--- config.mk ---
export PLATFORM = sky130hd
export DESIGN_NAME = iterative_divider
export DESIGN_NICKNAME = d
export VERILOG_FILES = /design/src/rtl/iterative_divider.sv
export SDC_FILE = /design/constraint.sdc
export NUM_CORES = 1
export LEC_CHECK = 0
export CORE_ASPECT_RATIO = 1.75
export CORE_MARGIN = 3
export CORE_UTILIZATION = 40
export CTS_BUF_LIST = sky130_fd_sc_hd__clkbuf_2
export DETAILED_ROUTE_END_ITERATION = 7
export PLACE_DENSITY = 0.64
export SYNTH_ARGS = -nofsm -noshare
export SYNTH_HDL_FRONTEND = slang
export SYNTH_SLANG_ARGS = --single-unit
--- constraint.sdc ---
create_clock -name clk -period 6.9 [get_ports clk]
set_clock_uncertainty 0.15 [all_clocks]
set_input_delay 1.035 -clock clk [delete_from_list [all_inputs] [get_ports clk]]
set_output_delay 1.035 -clock clk [all_outputs]
set_load 0.02 [all_outputs]
--- src/rtl/iterative_divider.sv ---
// Radix-2 restoring divider: one quotient bit per cycle, then a sign-fix cycle.
// Handles signed (truncate toward zero) and unsigned operands, plus divide-by-zero.
module iterative_divider #(
  parameter int WIDTH = 32
) (
  input  logic             clk,
  input  logic             rst,
  input  logic             start,
  input  logic             is_signed,
  input  logic [WIDTH-1:0] dividend,
  input  logic [WIDTH-1:0] divisor,
  output logic             busy,
  output logic             done,
  output logic [WIDTH-1:0] quotient,
  output logic [WIDTH-1:0] remainder,
  output logic             div_by_zero
);

  localparam int CW = (WIDTH > 1) ? $clog2(WIDTH) : 1;

  typedef enum logic [1:0] {
    S_IDLE = 2'd0,
    S_RUN  = 2'd1,
    S_FIX  = 2'd2
  } state_t;

  state_t           r_state;
  state_t           w_state_nxt;
  logic [WIDTH-1:0] r_a;
  logic [WIDTH-1:0] r_p;
  logic [WIDTH-1:0] r_d;
  logic [WIDTH-1:0] r_orig;
  logic [CW-1:0]    r_cnt;
  logic             r_q_neg;
  logic             r_r_neg;
  logic             r_dz_pend;
  logic             r_busy;
  logic             r_done;
  logic [WIDTH-1:0] r_quotient;
  logic [WIDTH-1:0] r_remainder;
  logic             r_div_by_zero;
  logic [WIDTH:0]   w_p_shift;
  logic [WIDTH-1:0] w_p_sub;
  logic             w_ge;

  function automatic logic [WIDTH-1:0] f_neg(input logic [WIDTH-1:0] v);
    return (~v) + {{(WIDTH-1){1'b0}}, 1'b1};
  endfunction

  function automatic logic [WIDTH-1:0] f_abs(input logic [WIDTH-1:0] v, input logic s);
    return (s && v[WIDTH-1]) ? f_neg(v) : v;
  endfunction

  // The shifted partial remainder carries one extra bit so the compare never loses a carry;
  // after a restore step the value is below the divisor, so WIDTH bits suffice for storage.
  always_comb begin
    w_p_shift = {r_p, r_a[WIDTH-1]};
    w_ge      = (w_p_shift >= {1'b0, r_d});
    w_p_sub   = w_p_shift[WIDTH-1:0] - r_d;
  end

  // State register
  always_ff @(posedge clk or posedge rst) begin
    if (rst) begin
      r_state <= S_IDLE;
    end else begin
      r_state <= w_state_nxt;
    end
  end

  // Next-state logic
  always_comb begin
    w_state_nxt = r_state;
    case (r_state)
      S_IDLE: begin
        if (start) begin
          w_state_nxt = S_RUN;
        end else begin
          w_state_nxt = S_IDLE;
        end
      end
      S_RUN: begin
        if (r_cnt == CW'(WIDTH - 1)) begin
          w_state_nxt = S_FIX;
        end else begin
          w_state_nxt = S_RUN;
        end
      end
      S_FIX:   w_state_nxt = S_IDLE;
      default: w_state_nxt = S_IDLE;
    endcase
  end

  // Operand capture and shift/subtract iterations
  always_ff @(posedge clk or posedge rst) begin
    if (rst) begin
      r_a       <= '0;
      r_p       <= '0;
      r_d       <= '0;
      r_orig    <= '0;
      r_cnt     <= '0;
      r_q_neg   <= 1'b0;
      r_r_neg   <= 1'b0;
      r_dz_pend <= 1'b0;
    end else begin
      case (r_state)
        S_IDLE: begin
          if (start) begin
            r_a       <= f_abs(dividend, is_signed);
            r_d       <= f_abs(divisor, is_signed);
            r_orig    <= dividend;
            r_q_neg   <= is_signed & (dividend[WIDTH-1] ^ divisor[WIDTH-1]);
            r_r_neg   <= is_signed & dividend[WIDTH-1];
            r_dz_pend <= (divisor == '0);
            r_p       <= '0;
            r_cnt     <= '0;
          end
        end
        S_RUN: begin
          r_p   <= w_ge ? w_p_sub : w_p_shift[WIDTH-1:0];
          r_a   <= {r_a[WIDTH-2:0], w_ge};
          r_cnt <= r_cnt + CW'(1);
        end
        default: begin
          r_cnt <= r_cnt;
        end
      endcase
    end
  end

  // Result registers; a zero divisor overrides any sign correction
  always_ff @(posedge clk or posedge rst) begin
    if (rst) begin
      r_busy        <= 1'b0;
      r_done        <= 1'b0;
      r_quotient    <= '0;
      r_remainder   <= '0;
      r_div_by_zero <= 1'b0;
    end else begin
      r_busy <= (w_state_nxt != S_IDLE);
      r_done <= (r_state == S_FIX);
      if (r_state == S_FIX) begin
        if (r_dz_pend) begin
          r_quotient  <= '1;
          r_remainder <= r_orig;
        end else begin
          r_quotient  <= r_q_neg ? f_neg(r_a) : r_a;
          r_remainder <= r_r_neg ? f_neg(r_p) : r_p;
        end
        r_div_by_zero <= r_dz_pend;
      end
    end
  end

  assign busy        = r_busy;
  assign done        = r_done;
  assign quotient    = r_quotient;
  assign remainder   = r_remainder;
  assign div_by_zero = r_div_by_zero;

endmodule

==> results of run 1 <==
==> worst min path at each step <==
stage | from | to | slack, ns | depth (start not counted)
floorplan | r_orig[28] | r_orig[28] | 0.29 | 2
global placement | r_orig[30] | r_orig[30] | 0.30 | 2
detailed placement | r_orig[30] | r_orig[30] | 0.31 | 2
CTS | r_orig[30] | r_orig[30] | 0.34 | 2
global route | r_d[2] | r_d[2] | 0.37 | 2
finish | quotient[0] | quotient[0] | 0.33 | 2
==> through the flow <==
step	setup WS (ns)	cell area [um^2]
2_1_floorplan	0.119	12300
3_3_place_gp	2.31	14000
3_5_place_dp	2.30	14000
4_1_cts	2.74	14400
5_1_grt	2.36	14400
6_report	2.75	14400
==> synthesized netlist by cell type, drive strengths merged, types with 16 or more instances <==
library cell,instances
clkbuf,66
xor2,89
a21oi,121
or3,21
ha,38
xnor2,58
nor2,99
nand3,20
dfrtp,205
mux2i,25
inv,54
nor3,17
o21ai,181
nor4,16
o31ai,25
a22oi,29
nand2,247
==> state kept, by name, indices dropped and copies added (netlist names) <==
register,count
r_orig,32
r_cnt,5
r_p,32
r_q_neg,1
div_by_zero,1
r_d,32
r_dz_pend,1
r_state,2
r_r_neg,1
done,1
remainder,32
busy,1
r_a,32
quotient,32
==> critical path, delay by kind of cell, from the launching register on <==
family | cells | cell delay, ns
compound gates | 5 | 1.56
simple gates | 4 | 0.92
flops | 1 | 0.49
buf+inv | 1 | 0.45
fa+ha+maj | 1 | 0.44
==> report_power, final <==
part	total, mW	switching, mW	internal, mW
Clock	0.774	0.485	0.290
Sequential	2.20	0.523	1.67
Combinational	3.69	2.12	1.57
==> cells by family after synthesis <==
logic type,share of synthesized area
AND/OR/NAND/NOR,0.176
multiplexers,0.0203
XOR/XNOR,0.105
adder cells (fa/ha/maj),0.0402
AO/OA/AOI/OAI,0.201
buffers and inverters,0.0413
flip-flops,0.416
==> metal layers <==
| layer | share of wire | wire, um |
|---|---|---|
| met1 | 0.38 | 12600 |
| met2 | 0.54 | 17900 |
| met3 | 0.039 | 1310 |
| met4 | 0.049 | 1620 |
| met5 | 0 | 0 |
==> final cells by class <==
cell class                 count  area (um^2)  area share
multi-input combinational   1118         6710       0.466
sequential                   205         5130       0.357
timing repair buffer         146         1430      0.0996
tap                          387          484      0.0337
clock buffer                  65          325      0.0226
inverter                      54          210      0.0146
clock inverter                14         81.3     0.00566
antenna                        3         7.51    0.000522
==> reports/results.txt, run 1 <==
The flow ran to the end, and the final reports show no timing, DRC or antenna violations. The worst register-to-register path has a setup slack of 2.75 ns. Horizontal die dimension: 139 um. The detailed router placed 10.7k vias in this run.

The share of flip-flops with an asynchronous set or reset after synthesis works out to 1.00. The number of port buffers was 134. The power density over the cells works out to 463 mW/mm^2. The worst-case IR drop observed on VDD is 0.000183 V. For the register area share after synthesis, the log shows 0.416.

The via count of the first global-routing pass was 10.9k; the relative area change from synthesis to final layout was 16.7%. The minimum hold slack was 0.329 ns; the count of TritonRoute iterations in the first routing pass was 5. The run gives 0 as the number of resized instances in the post-cts repair step. The tools report the met2 track demand over resource as 0.381.

The tools report the number of cell rows as 84. Root cell of the clock tree: sky130_fd_sc_hd__clkbuf_2. Tracing the worst setup path back leads to its startpoint at r_p[22]. The clock latency reported for the late side of the worst-skew pair came out at 0.84 ns.

Post-synthesis cell type with the largest combined area: sky130_fd_sc_hd__dfrtp_1. The total power was 6.66 mW; the maximum buffer depth of the clock tree was 3. The layer with the highest usage after global routing was met2.

The starting DRC count in detailed routing was 527. The delay contributed by the slowest stage of the critical path is 0.49 ns. Clock tree synthesis found a total of 205 sinks.

The number of cells on the worst reg-to-reg path came out at 11. Synthesis instantiated 61 different standard cells from the library. The library cells used most frequently in the layout, excluding fill and tap cells, are sky130_fd_sc_hd__nand2_1 (246), sky130_fd_sc_hd__dfrtp_1 (204), sky130_fd_sc_hd__o21ai_0 (144), sky130_fd_sc_hd__clkdlybuf4s50_1 (134), sky130_fd_sc_hd__a21oi_1 (121). The remaining max-slew budget at the tightest pin is 0.322, and the total CTS buffers is 48. Post-CTS timing repair inserted 0 buffers for setup. The final core area utilization was 0.477. The logs give 0.215 for the global-route met1 utilization and 0 for the sum of overflow across all layers after global routing. The total count of max-transition violations in the final report came out at 0. Dividing the synthesized area by the synthesized cell count gives 8.46 um^2. Setup violations remaining at the end of the flow were counted as 0. The capturing point of the worst reg2reg path is r_p[28].

The most critical setup path has its endpoint at r_p[28]. TritonCTS built the clock tree. The tools report the nature of the critical path startpoint as a flop. For the initial antenna violation count, the log shows 3.

Synthesis produced a netlist with a net count of 1563. For this run, design rule violations remaining after detail routing come to 0. The worst register-to-register path begins at r_p[22]. The run gives 25200 um as the HPWL reported at the end of detailed placement. Synthesis produced 1456 cells. The class of the worst hold path is reg -> reg. The total area inside the core boundary comes to 0.0302 mm^2.

The Yosys step of the flow raised 0 warnings. Counting flops with a built-in enable in the synthesized netlist gives 0. The initial core utilization was 0.408; the actual transition at the worst max-transition pin was 1.02 ns. In this run the static leakage power is 6.23 nW. In the final routed layout, each cell accounts on average for 16.8 um. At the worst endpoint, the arrival time is 4.73 ns. The fraction of the cycle the final worst path needs is 0.601. Sorting the synthesized cells by area gives the leading types as sky130_fd_sc_hd__dfrtp_1 (42%), sky130_fd_sc_hd__nand2_1 (7.5%), sky130_fd_sc_hd__xor2_1 (6.3%), sky130_fd_sc_hd__o21ai_0 (5.9%), sky130_fd_sc_hd__a21oi_1 (4.9%). The aggregate negative setup slack came out at 0 ns. Across the run, the number of max-cap violations was 0. The worst setup path is captured at a flop.

After clock tree synthesis, the clock-pin slew on the worst setup and hold paths is 0.11 ns. The routed design has 33400 um of wire. Including well taps, the total number of placed cells is 1910. The detail route stage leaves a number of antenna-violating nets equal to 0.

Setup repair after global routing left no endpoint under its margin. For this run, the top clock speed supported by timing is 0.241 GHz. For the total die area, the log shows 0.0330 mm^2.

Walking the worst path, the cells encountered are ha_1 > a21oi_1 > nand2_1 > a221oi_1 > o21ai_0 > and3_1 > o31ai_1 > and2_1 > buf_4 > nor3_1 > a211o_1. The last weighted congestion value of the routability-driven placer is 0.896. The worst setup path is of the reg -> reg kind. Leaving out filler cells and counting taps, the final layout contains 1992.

The wire length of the first global-routing pass is 54700 um. Overall fraction of global-route tracks in use: 0.201. The logs give 0.0297 for the met3 usage in global routing and 7.48 ns for the data required time of the critical path. The fill cell total of the finished layout came out at 3020. The shortest clock period the worst path allows after layout came out at 4.15 ns. The die is 238 um tall. For this design the top-level I/O count stands at 135.

The final number of hold-violating endpoints is 0. The dominant register cell in the synthesized netlist is sky130_fd_sc_hd__dfrtp_1. Counting flops and latches in the post-synthesis netlist gives 205. The detail-routed via count per cell is 5.35.

After clock tree synthesis, the flow added hold-fix buffers numbering 0. The share of cells above drive strength 1 was 0.0624. The tools report the total number of H-tree levels as 2. The tools report the layout net count as 1680. For the maximum number of pins on one net before global-route repair, the log shows 86. The run gives 0.0123 mm^2 as the summed instance area of the synthesized netlist. The fraction of post-synthesis cell area in the top cell type by area came out at 0.416. For this design, the slowest cell found on the critical path is sky130_fd_sc_hd__dfrtp_1. The library cell used most frequently in the layout, excluding fill and tap cells, is sky130_fd_sc_hd__nand2_1.

Along the worst path, the maximum fanout reaches 28.
Note: power is estimated with default switching activity, not from simulation.
==> run 2, diff against run 1 <==
--- a/config.mk
+++ b/config.mk
@@ -10,7 +10,7 @@
 export CORE_UTILIZATION = 40
 export CTS_BUF_LIST = sky130_fd_sc_hd__clkbuf_2
 export DETAILED_ROUTE_END_ITERATION = 7
-export PLACE_DENSITY = 0.64
+export PLACE_DENSITY = 0.62
 export SYNTH_ARGS = -nofsm -noshare
 export SYNTH_HDL_FRONTEND = slang
 export SYNTH_SLANG_ARGS = --single-unit
==> constraint.sdc (replaced) <==
create_clock -name clk -period 4.3 [get_ports clk]
set_clock_uncertainty 0.15 [all_clocks]
set_input_delay 0.645 -clock clk [delete_from_list [all_inputs] [get_ports clk]]
set_output_delay 0.645 -clock clk [all_outputs]
set_load 0.02 [all_outputs]
==> reports/results.txt, run 2 (synthesized netlist as in run 1, its figures left out) <==
The logs give 0.0263 for the met3 usage in global routing and 0.0330 mm^2 for the total die area. The logs give 0.483 for the final core area utilization and 0.403 for the met2 track demand over resource. For the data required time of the critical path, the log shows 4.86 ns.

After detailed routing, the number of remaining DRC violations is 0. The leakage dissipation was 6.33 nW; the relative area change from synthesis to final layout was 18.2%. Final number of hold-violating endpoints: 0. Following the worst setup path forward leads to its endpoint at r_p[29]. Leaving out fill and tap cells, the most frequent cell in the layout is sky130_fd_sc_hd__nand2_1. For the total count of max-transition violations in the final report, the log shows 0.

The maximum clock rate was 0.261 GHz. The most critical setup path has its startpoint at r_p[3]. The clock passes through at most 3 buffers.

Using the TritonRoute via totals, the vias-per-cell ratio works out to 5.29. The tools report the overall fraction of global-route tracks in use as 0.202. The data arrival time of the worst path came out at 4.39 ns. Nature of the critical path startpoint: a flop. The starting DRC count in detailed routing was 526. The run finished with clean final reports. met2 is the most crowded layer.

In this run the worst path has a maximum fanout of 14. The logs give 10.8k for the via count of the first global-routing pass and 0.895 for the last weighted congestion value of the routability-driven placer. In this run the standard cell core region covers 0.0302 mm^2.

For this run the aggregate overflow at the end of global routing stands at 0. In this run, placement finished with an instance count of 1926. The initialized floorplan defines 84 standard-cell rows.

The number of clock buffers added by TritonCTS is 48. The routed layout has 10.6k vias. The fraction of the cycle the final worst path needs is 0.890, and the total wire length is 33900 um. The number of cells on the worst reg-to-reg path came out at 12. Critical path capture point type: a flop. Number of setup violations in the final report: 0. The average wire per cell in the routed design works out to 16.9 um. The number of primary I/O pins was 135; the number of port buffers was 134. The horizontal die dimension works out to 139 um. The tools report the global-route met1 utilization as 0.214. Total power: 10.9 mW. The number of clock sinks seen by CTS was 205. The count of nets left with antenna violations once routing finished came out at 0. The share of cells above drive strength 1 was 0.0746; the count of max-cap constraint violations was 0.

In this run the clock root is driven by a sky130_fd_sc_hd__clkbuf_2. The tools report the capturing point of the worst reg2reg path as r_p[29]. In this run the critical register-to-register path is launched from r_p[3]. TritonCTS built the clock tree.

The minimum setup slack among reg-to-reg paths was 0.47 ns; the count of TritonRoute iterations in the first routing pass was 5. The first global-routing pass estimated 54500 um of wire. Clock-pin slew was measured on the worst setup and hold paths at 0.14 ns. Class of the worst hold path: in -> reg.

Dividing total power by cell area gives a power density of 749 mW/mm^2. The number of resized instances in the post-cts repair step was 0; the total number of H-tree levels was 2. The actual transition at the worst max-transition pin was 1.02 ns. The worst setup path is of the reg -> reg kind. Summed over all nets, the half-perimeter wirelength after detailed placement is 25800 um. Initial core utilization: 0.408. Setup repair after global routing left no endpoint under its margin. Buffers added to address setup during post-CTS repair amount to 0.

The tools report the maximum ir drop on the vdd rail as 0.000236 V. In the layout the commonest cells are sky130_fd_sc_hd__nand2_1 (246), sky130_fd_sc_hd__dfrtp_1 (204), sky130_fd_sc_hd__o21ai_0 (144), sky130_fd_sc_hd__clkdlybuf4s50_1 (134), sky130_fd_sc_hd__a21oi_1 (121). The minimum hold slack is 0.281 ns, and the aggregate negative setup slack is 0 ns.

Initial antenna violation count: 1. For the worst-skew pair, the clock arrives at the later sink with an insertion delay of 0.88 ns. The smallest clock period supported by the final layout is computed as 3.83 ns. For the post-route non-filler standard cell count, the log shows 2011.

Entering global routing, the biggest net connects 104 pins. The run gives 0.322 as the remaining max-slew budget at the tightest pin. The die is 238 um tall. The net count of the finished layout is 1697.
run 2: cell count changes in the layout (fill, tap and decap cells not counted), sizes merged:
cell,change
bufinv,-1
diode,-2
clkinvlp,+3
clkinv,+4
dlygate4sd3,+1
buf,+16
inv,-2
run 2: per-layer routing:
metal,part of all wire,routed length [um]
met4,0.032,1100
met3,0.034,1150
met1,0.38,12800
met2,0.56,18800
met5,0,0
run 2: stage by stage:
stage	area (um^2)	worst slack (ns)
3_5_place_dp	14100	0.476
2_1_floorplan	12300	0.847
3_3_place_gp	14100	0.506
6_report	14600	0.474
5_1_grt	14600	0.248
4_1_cts	14600	0.454
run 2: power by group:
part           internal [mW]  leakage (nW)  total, mW  switching (mW)
clock network          0.417         0.314       1.20           0.782
logic                   2.68          3.57       6.20            3.52
registers               2.68          2.45       3.50           0.820
total                   5.78          6.33       10.9            5.12
run 2: how the worst min path moves through the flow:
stage	endpoint	slack [ns]	start	cells past startpoint
after floorplan	r_orig[28]	0.29	r_orig[28]	2
after global placement	r_orig[28]	0.30	r_orig[28]	2
after detailed placement	r_orig[28]	0.31	r_orig[28]	2
after CTS	r_orig[5]	0.18	dividend[5]	3
after global routing	r_orig[8]	0.19	dividend[8]	3
final	r_orig[19]	0.28	dividend[19]	3
run 2: critical path, stage by stage, from the launching register on:
cell and delay, ns:
sky130_fd_sc_hd__dfrtp_1 0.47, sky130_fd_sc_hd__ha_1 0.41, sky130_fd_sc_hd__a21o_1 0.20, sky130_fd_sc_hd__a31oi_1 0.19, sky130_fd_sc_hd__a211oi_1 0.16, sky130_fd_sc_hd__o311ai_1 0.55
sky130_fd_sc_hd__a2111oi_2 0.18, sky130_fd_sc_hd__o31ai_1 0.48, sky130_fd_sc_hd__and2_1 0.32, sky130_fd_sc_hd__buf_12 0.19, sky130_fd_sc_hd__nand2b_1 0.16, sky130_fd_sc_hd__buf_4 0.17
sky130_fd_sc_hd__o21ai_1 0.08
run 2: final cells by class:
cell class	instances	area (um^2)
Clock inverter	18	85.1
Antenna cell	1	2.50
Multi-Input combinational cell	1118	6700
Clock buffer	65	325
Tap cell	387	484
Timing Repair Buffer	163	1620
Inverter	54	206
Sequential cell	205	5130
Fill cell	3030	15600
run 2: repair_timing:
| action | CTS | global route |
|---|---|---|
| hold endpoints to repair | 14 | 0 |
| setup endpoints to repair | 0 | 0 |
| hold buffers | 1 | 0 |
